File: src/rtl/uart_pkg.sv
// Shared definitions for the UART byte receiver.
// Holds the default clock/baud constants, the receiver state encoding and
// a helper that derives the clocks-per-bit count.
// Optional feature macro: UART_RX_PARITY_EN (adds the PARITY state).
package uart_pkg;

    localparam int unsigned DEF_CLK_HZ = 100_000_000;
    localparam int unsigned DEF_BAUD   = 115_200;

    typedef enum logic [2:0] {
        ST_IDLE   = 3'd0,
        ST_START  = 3'd1,
        ST_DATA   = 3'd2,
`ifdef UART_RX_PARITY_EN
        ST_PARITY = 3'd4,
`endif
        ST_STOP   = 3'd3
    } state_t;

    // Below four clocks per bit the half-bit point collapses, so clamp.
    function automatic int unsigned clks_per_bit(input int unsigned clk_hz,
                                                 input int unsigned baud);
        int unsigned c;
        c = clk_hz / baud;
        return (c < 4) ? 4 : c;
    endfunction

endpackage

File: src/rtl/sync_2ff.sv
// Two-flop synchronizer for a single asynchronous input.
// Ports:
//   clk   - system clock
//   rst_n - synchronous active-low reset; both flops load RST_VAL
//   d_i   - asynchronous input
//   q_o   - synchronized output (two clocks of latency)
module sync_2ff #(
    parameter logic RST_VAL = 1'b1
) (
    input  logic clk,
    input  logic rst_n,
    input  logic d_i,
    output logic q_o
);

    logic [1:0] sync_q;

    always_ff @(posedge clk) begin
        if (!rst_n) begin
            sync_q <= {2{RST_VAL}};
        end else begin
            sync_q <= {sync_q[0], d_i};
        end
    end

    assign q_o = sync_q[1];

endmodule

File: src/rtl/uart_byte_rx.sv
// UART byte receiver: 8 data bits, LSB first, one stop bit, mid-bit sampling.
// Optional macro UART_RX_PARITY_EN adds an even-parity bit between D7 and
// stop, a PARITY state and the parity_err output.
// Ports:
//   clk        - system clock
//   rst_n      - synchronous active-low reset
//   usb_rx     - asynchronous serial line, idles high
//   data       - last byte received without error
//   valid      - one-cycle strobe: new byte on data
//   frame_err  - one-cycle strobe: stop bit sampled low
//   busy       - high whenever the receiver is not idle
//   parity_err - (macro only) one-cycle strobe: parity mismatch
//
// state     | meaning
// ----------+--------------------------------------------------------
// ST_IDLE   | waiting for a falling edge on an armed (seen-high) line
// ST_START  | counting to mid start bit; high there = glitch, back out
// ST_DATA   | sampling 8 data bits, one per bit period
// ST_PARITY | (macro only) sampling the even-parity bit
// ST_STOP   | sampling the stop bit, issuing the result strobe
module uart_byte_rx
    import uart_pkg::*;
#(
    parameter int unsigned CLK_HZ = DEF_CLK_HZ,
    parameter int unsigned BAUD   = DEF_BAUD
) (
    input  logic       clk,
    input  logic       rst_n,
    input  logic       usb_rx,
    output logic [7:0] data,
    output logic       valid,
    output logic       frame_err,
`ifdef UART_RX_PARITY_EN
    output logic       parity_err,
`endif
    output logic       busy
);

    localparam int unsigned CPB = clks_per_bit(CLK_HZ, BAUD);
    localparam int unsigned CW  = $clog2(CPB) + 1;
    // Counter runs down to zero, so the loads are one less than the span.
    localparam logic [CW-1:0] HALF_LOAD = CW'(CPB / 2 - 1);
    localparam logic [CW-1:0] BIT_LOAD  = CW'(CPB - 1);

    logic          rx_s;
    state_t        state_q, state_d;
    logic [CW-1:0] cnt_q, cnt_d;
    logic [2:0]    bit_cnt_q, bit_cnt_d;
    logic [7:0]    shift_q, shift_d;
    logic [7:0]    data_q, data_d;
    logic          valid_q, valid_d;
    logic          ferr_q, ferr_d;
    // Cleared by a framing error so a stuck-low line cannot retrigger.
    logic          armed_q, armed_d;
`ifdef UART_RX_PARITY_EN
    logic          perr_q, perr_d;
    logic          par_bad_q, par_bad_d;
`endif

    sync_2ff #(.RST_VAL(1'b1)) u_sync (
        .clk   (clk),
        .rst_n (rst_n),
        .d_i   (usb_rx),
        .q_o   (rx_s)
    );

    always_comb begin
        state_d   = state_q;
        cnt_d     = cnt_q;
        bit_cnt_d = bit_cnt_q;
        shift_d   = shift_q;
        data_d    = data_q;
        valid_d   = 1'b0;
        ferr_d    = 1'b0;
        armed_d   = armed_q | rx_s;
`ifdef UART_RX_PARITY_EN
        perr_d    = 1'b0;
        par_bad_d = par_bad_q;
`endif
        case (state_q)
            ST_IDLE: begin
                if (!rx_s && armed_q) begin
                    state_d   = ST_START;
                    cnt_d     = HALF_LOAD;
                    bit_cnt_d = 3'd0;
                end
            end
            ST_START: begin
                if (cnt_q == '0) begin
                    if (!rx_s) begin
                        state_d = ST_DATA;
                        cnt_d   = BIT_LOAD;
                    end else begin
                        state_d = ST_IDLE;
                    end
                end else begin
                    cnt_d = cnt_q - CW'(1);
                end
            end
            ST_DATA: begin
                if (cnt_q == '0) begin
                    shift_d   = {rx_s, shift_q[7:1]};
                    cnt_d     = BIT_LOAD;
                    bit_cnt_d = bit_cnt_q + 3'd1;
                    if (bit_cnt_q == 3'd7) begin
`ifdef UART_RX_PARITY_EN
                        state_d = ST_PARITY;
`else
                        state_d = ST_STOP;
`endif
                    end
                end else begin
                    cnt_d = cnt_q - CW'(1);
                end
            end
`ifdef UART_RX_PARITY_EN
            ST_PARITY: begin
                if (cnt_q == '0) begin
                    par_bad_d = rx_s ^ (^shift_q);
                    cnt_d     = BIT_LOAD;
                    state_d   = ST_STOP;
                end else begin
                    cnt_d = cnt_q - CW'(1);
                end
            end
`endif
            ST_STOP: begin
                if (cnt_q == '0) begin
                    // Leave at mid stop bit so a back-to-back start edge is caught.
                    state_d = ST_IDLE;
                    if (rx_s) begin
`ifdef UART_RX_PARITY_EN
                        if (par_bad_q) begin
                            perr_d = 1'b1;
                        end else begin
                            data_d  = shift_q;
                            valid_d = 1'b1;
                        end
`else
                        data_d  = shift_q;
                        valid_d = 1'b1;
`endif
                    end else begin
                        ferr_d  = 1'b1;
                        armed_d = 1'b0;
                    end
                end else begin
                    cnt_d = cnt_q - CW'(1);
                end
            end
            default: begin
                state_d = ST_IDLE;
                cnt_d   = '0;
            end
        endcase
    end

    always_ff @(posedge clk) begin
        if (!rst_n) begin
            state_q   <= ST_IDLE;
            cnt_q     <= '0;
            bit_cnt_q <= 3'd0;
            shift_q   <= 8'h00;
            data_q    <= 8'h00;
            valid_q   <= 1'b0;
            ferr_q    <= 1'b0;
            armed_q   <= 1'b0;
`ifdef UART_RX_PARITY_EN
            perr_q    <= 1'b0;
            par_bad_q <= 1'b0;
`endif
        end else begin
            state_q   <= state_d;
            cnt_q     <= cnt_d;
            bit_cnt_q <= bit_cnt_d;
            shift_q   <= shift_d;
            data_q    <= data_d;
            valid_q   <= valid_d;
            ferr_q    <= ferr_d;
            armed_q   <= armed_d;
`ifdef UART_RX_PARITY_EN
            perr_q    <= perr_d;
            par_bad_q <= par_bad_d;
`endif
        end
    end

    assign data      = data_q;
    assign valid     = valid_q;
    assign frame_err = ferr_q;
    assign busy      = (state_q != ST_IDLE);
`ifdef UART_RX_PARITY_EN
    assign parity_err = perr_q;
`endif

endmodule
File: config.mk
export PLATFORM = sky130hd
export DESIGN_NAME = uart_byte_rx
export DESIGN_NICKNAME = d
export VERILOG_FILES = /design/src/rtl/uart_pkg.sv /design/src/rtl/sync_2ff.sv /design/src/rtl/uart_byte_rx.sv
export SDC_FILE = /design/constraint.sdc
export NUM_CORES = 1
export LEC_CHECK = 0
export CELL_PAD_IN_SITES_DETAIL_PLACEMENT = 1
export CELL_PAD_IN_SITES_GLOBAL_PLACEMENT = 1
export CORE_MARGIN = 1.5
export CORE_UTILIZATION = 39
export DETAILED_ROUTE_END_ITERATION = 6
export PLACE_DENSITY_LB_ADDON = 0.1
export SLEW_MARGIN = 0
export SYNTH_ARGS = -nofsm -noshare
export SYNTH_HDL_FRONTEND = slang
export SYNTH_SLANG_ARGS = --single-unit
File: constraint.sdc
create_clock -name clk -period 1.67 [get_ports clk]
set_input_delay 0.501 -clock clk [delete_from_list [all_inputs] [get_ports clk]]
set_output_delay 0.501 -clock clk [all_outputs]
set_load 0.02 [all_outputs]
==> results.md <==
- Worst-skew pair later-pin latency: 0.28 ns
- Final Hold Vio Count: 0
- Max-slew violations: 0
- Yosys warning count: 0
- Initial Util: 0.414
- Final WL: 6.15 mm
- Vias in the first global route: 1974
- Root buf cell: clkbuf_8
- DPL Wire Length: 4.21 mm
- Hold_sp: u_sync.sync_q[0]
- Failing checks: setup timing
- Number of vias per cell: 5.60
- Core Util, Final: 0.618
- Maximum clock path buffer count: 2
- Critical Path AT: 2.03 ns
- Tightest Pin Transition: 0.347 ns
- Average wire per standard cell: 18.6 um
- I/O pins: 14
- Static Leak: 1.22 nW
- Overall Power: 5.70 mW
- RSZ-0062 raised after global routing: yes
- WP data required: 1.85 ns
- Cell Area, Synth: 0.00184 mm2
- Most common cell after layout, fill and taps aside: buf_4
- Avg Cell Area, Syn: 8.52 um2
- Core region area: 0.00444 mm2
- FF-to-FF path depth: 6
- Crit path time final: 1.84 ns
- Sequential Area: 746 um2
- Routability congestion estimate: 1.00
- R2R Path End: cnt_q[6]
- Worst setup margin: -0.172 ns
- # H-tree levels: 2
- Crit Path Max Fanout: 3
- Filler Cells Inserted: 501
- Antenna violations before repair: 0
- Worst vdd ir: 1.09 mV
- Hold buffers post-CTS: 0
- Crit. End Element: register
- Most frequent cells in the layout: buf_4, dfxtp_1, nand2_1, nor2_1, a21oi_1
- Post-synthesis sequential area ratio: 0.402
- DR pass1 iterations: 6
- GRT Total Usage: 0.245
- Fmax: 543 MHz
- Area grow syn2layout: 49.2%
- # port buffers: 13
- Nets: 290
- Inserted Clock Buffers: 5
- Final setup vio count: 20
- Largest cells by area after synthesis: dfxtp_1, ha_1, a21oi_1
- Vias: 1853
- Clock skew: 0.00390 ns
- DIE AREA: 0.00514 mm2
- Clk sink count: 37
- Critical R2R Launch: cnt_q[1]
- Status: finished, violations left
- Synthesized Nets: 228
- Synth top area share: 0.402
- Initial DRC count: 121
- Post-synth top area cell: dfxtp_1
- Rel. slew slack: 0.769
- Hold path depth: 1
- ANT nets after route: 0
- Layout cells sized above 1: 0.376
- Worst hold slack: 0.420 ns
- Diode count: 0
- Crit start category: register
- Residual DRC: 0
- Global-route wire length before repair: 9.72 mm
- Max Cap Violations: 0
- Die Y: 71.7 um
- Register bit count reported by yosys: 37
- Grt total ovfl: 0
- Tcrit/Tclk final: 1.10
- Worst R2R Setup Slack: -0.17 ns
- Die Wd: 71.7 um
- Clock-pin slew on the worst setup and hold paths: 0.08 ns
- Multi-input gate area: 0.00121 mm2
- TritonCTS clock tree: done
- Hold WC Path Type: register to register
- Netlist cell types: 48
- # rows: 24
- Largest net degree at the start of global routing: 21
- P per Cell Area: 2080 mW/mm2
- Worst Hold End: u_sync.sync_q[1]
- Gate count of the mapped netlist: 216
- Worst setup path class: register to register
stage by stage:
stage | cells | cell area [um2] | TNS [ns] | worst slack, ns
final | 331 | 2750 | -1.77 | -0.172
after global routing | 331 | 2750 | -4.05 | -0.221
after CTS | 330 | 2610 | -1.56 | -0.147
after detailed placement | 320 | 2430 | -2.25 | -0.176
after global placement | 320 | 2430 | -1.36 | -0.119
after floorplan | 216 | 1900 | -0.0218 | -0.0218
cell families after synthesis:
logic type / Yosys count / synth area share
AOI/OAI and AO/OA: 58 / 0.213
muxes: 9 / 0.0489
and+or+nand+nor: 81 / 0.226
adders and majority gates: 9 / 0.0612
DFF: 37 / 0.402
buffers and inverters: 22 / 0.0483
state kept, by name (all words and copies together), names as in the netlist:
signal,count
bit_cnt_q,3
shift_q,8
valid,1
cnt_q,11
u_sync.sync_q,2
armed_q,1
state_q,2
data,8
frame_err,1
per-layer routing:
layer  global-route usage  part of all wire  up-vias
met4               0.0922            0.0070        0
li1                     -                 -      888
met5                    0                 0        -
met2                0.414              0.52       45
met3               0.0506             0.044        4
met1                0.308              0.43      916
power by group:
part | switching (mW) | internal [mW] | total [mW]
registers | 0.115 | 0.998 | 1.11
logic | 1.92 | 1.73 | 3.65
clock network | 0.337 | 0.601 | 0.939
worst max-delay path by stage:
stage                          start         end  cells after the start
after global placement         rst_n   cnt_q[10]                      5
after detailed placement  state_q[0]  state_q[1]                      7
after CTS                   cnt_q[1]  state_q[0]                      7
final                       cnt_q[1]    cnt_q[6]                      6
after floorplan             cnt_q[0]  state_q[0]                      7
after global routing        cnt_q[1]    cnt_q[9]                      7
critical path, stage by stage (launching register included):
cell     delay [ns]
dfxtp_2        0.33
inv_2          0.08
ha_4           0.14
or4b_4         0.50
buf_4          0.17
o311a_1        0.31
a31o_1         0.21
timing repair:
action	in CTS	in global routing
buffers inserted	2	1
endpoints found under the setup margin	44	35
gates resized for setup	24	28
pin swaps	9	14
synth_stat cells, drive strengths merged:
library cell and n:
a2111oi 1, a211oi 2, a21o 3, a21oi 22, a2bb2oi 2, a311o 1, a31o 1, a31oi 3
a32o 1, a41oi 1, and2 1, and3 1, and4 1, buf 3, clkbuf 6, dfxtp 37
ha 9, inv 13, mux2i 9, nand2 25, nand2b 3, nand3 14, nor2 22, nor2b 2
nor3 6, nor3b 1, nor4 1, nor4b 1, o21a 1, o21ai 10, o22ai 4, o2bb2ai 2
o311a 1, o311ai 1, o32ai 1, o41ai 1, or2 1, or4 1, or4b 1
layout make-up:
| type | instances | share of cell area |
|---|---|---|
| multi-input cells | 157 | 0.441 |
| repair buffers | 64 | 0.196 |
| clock inverters | 3 | 0.0251 |
| inverters | 13 | 0.0178 |
| flip-flops and latches | 37 | 0.272 |
| well taps | 52 | 0.0237 |
| clock buffers | 5 | 0.0251 |
(Power assumes the default switching activity.)
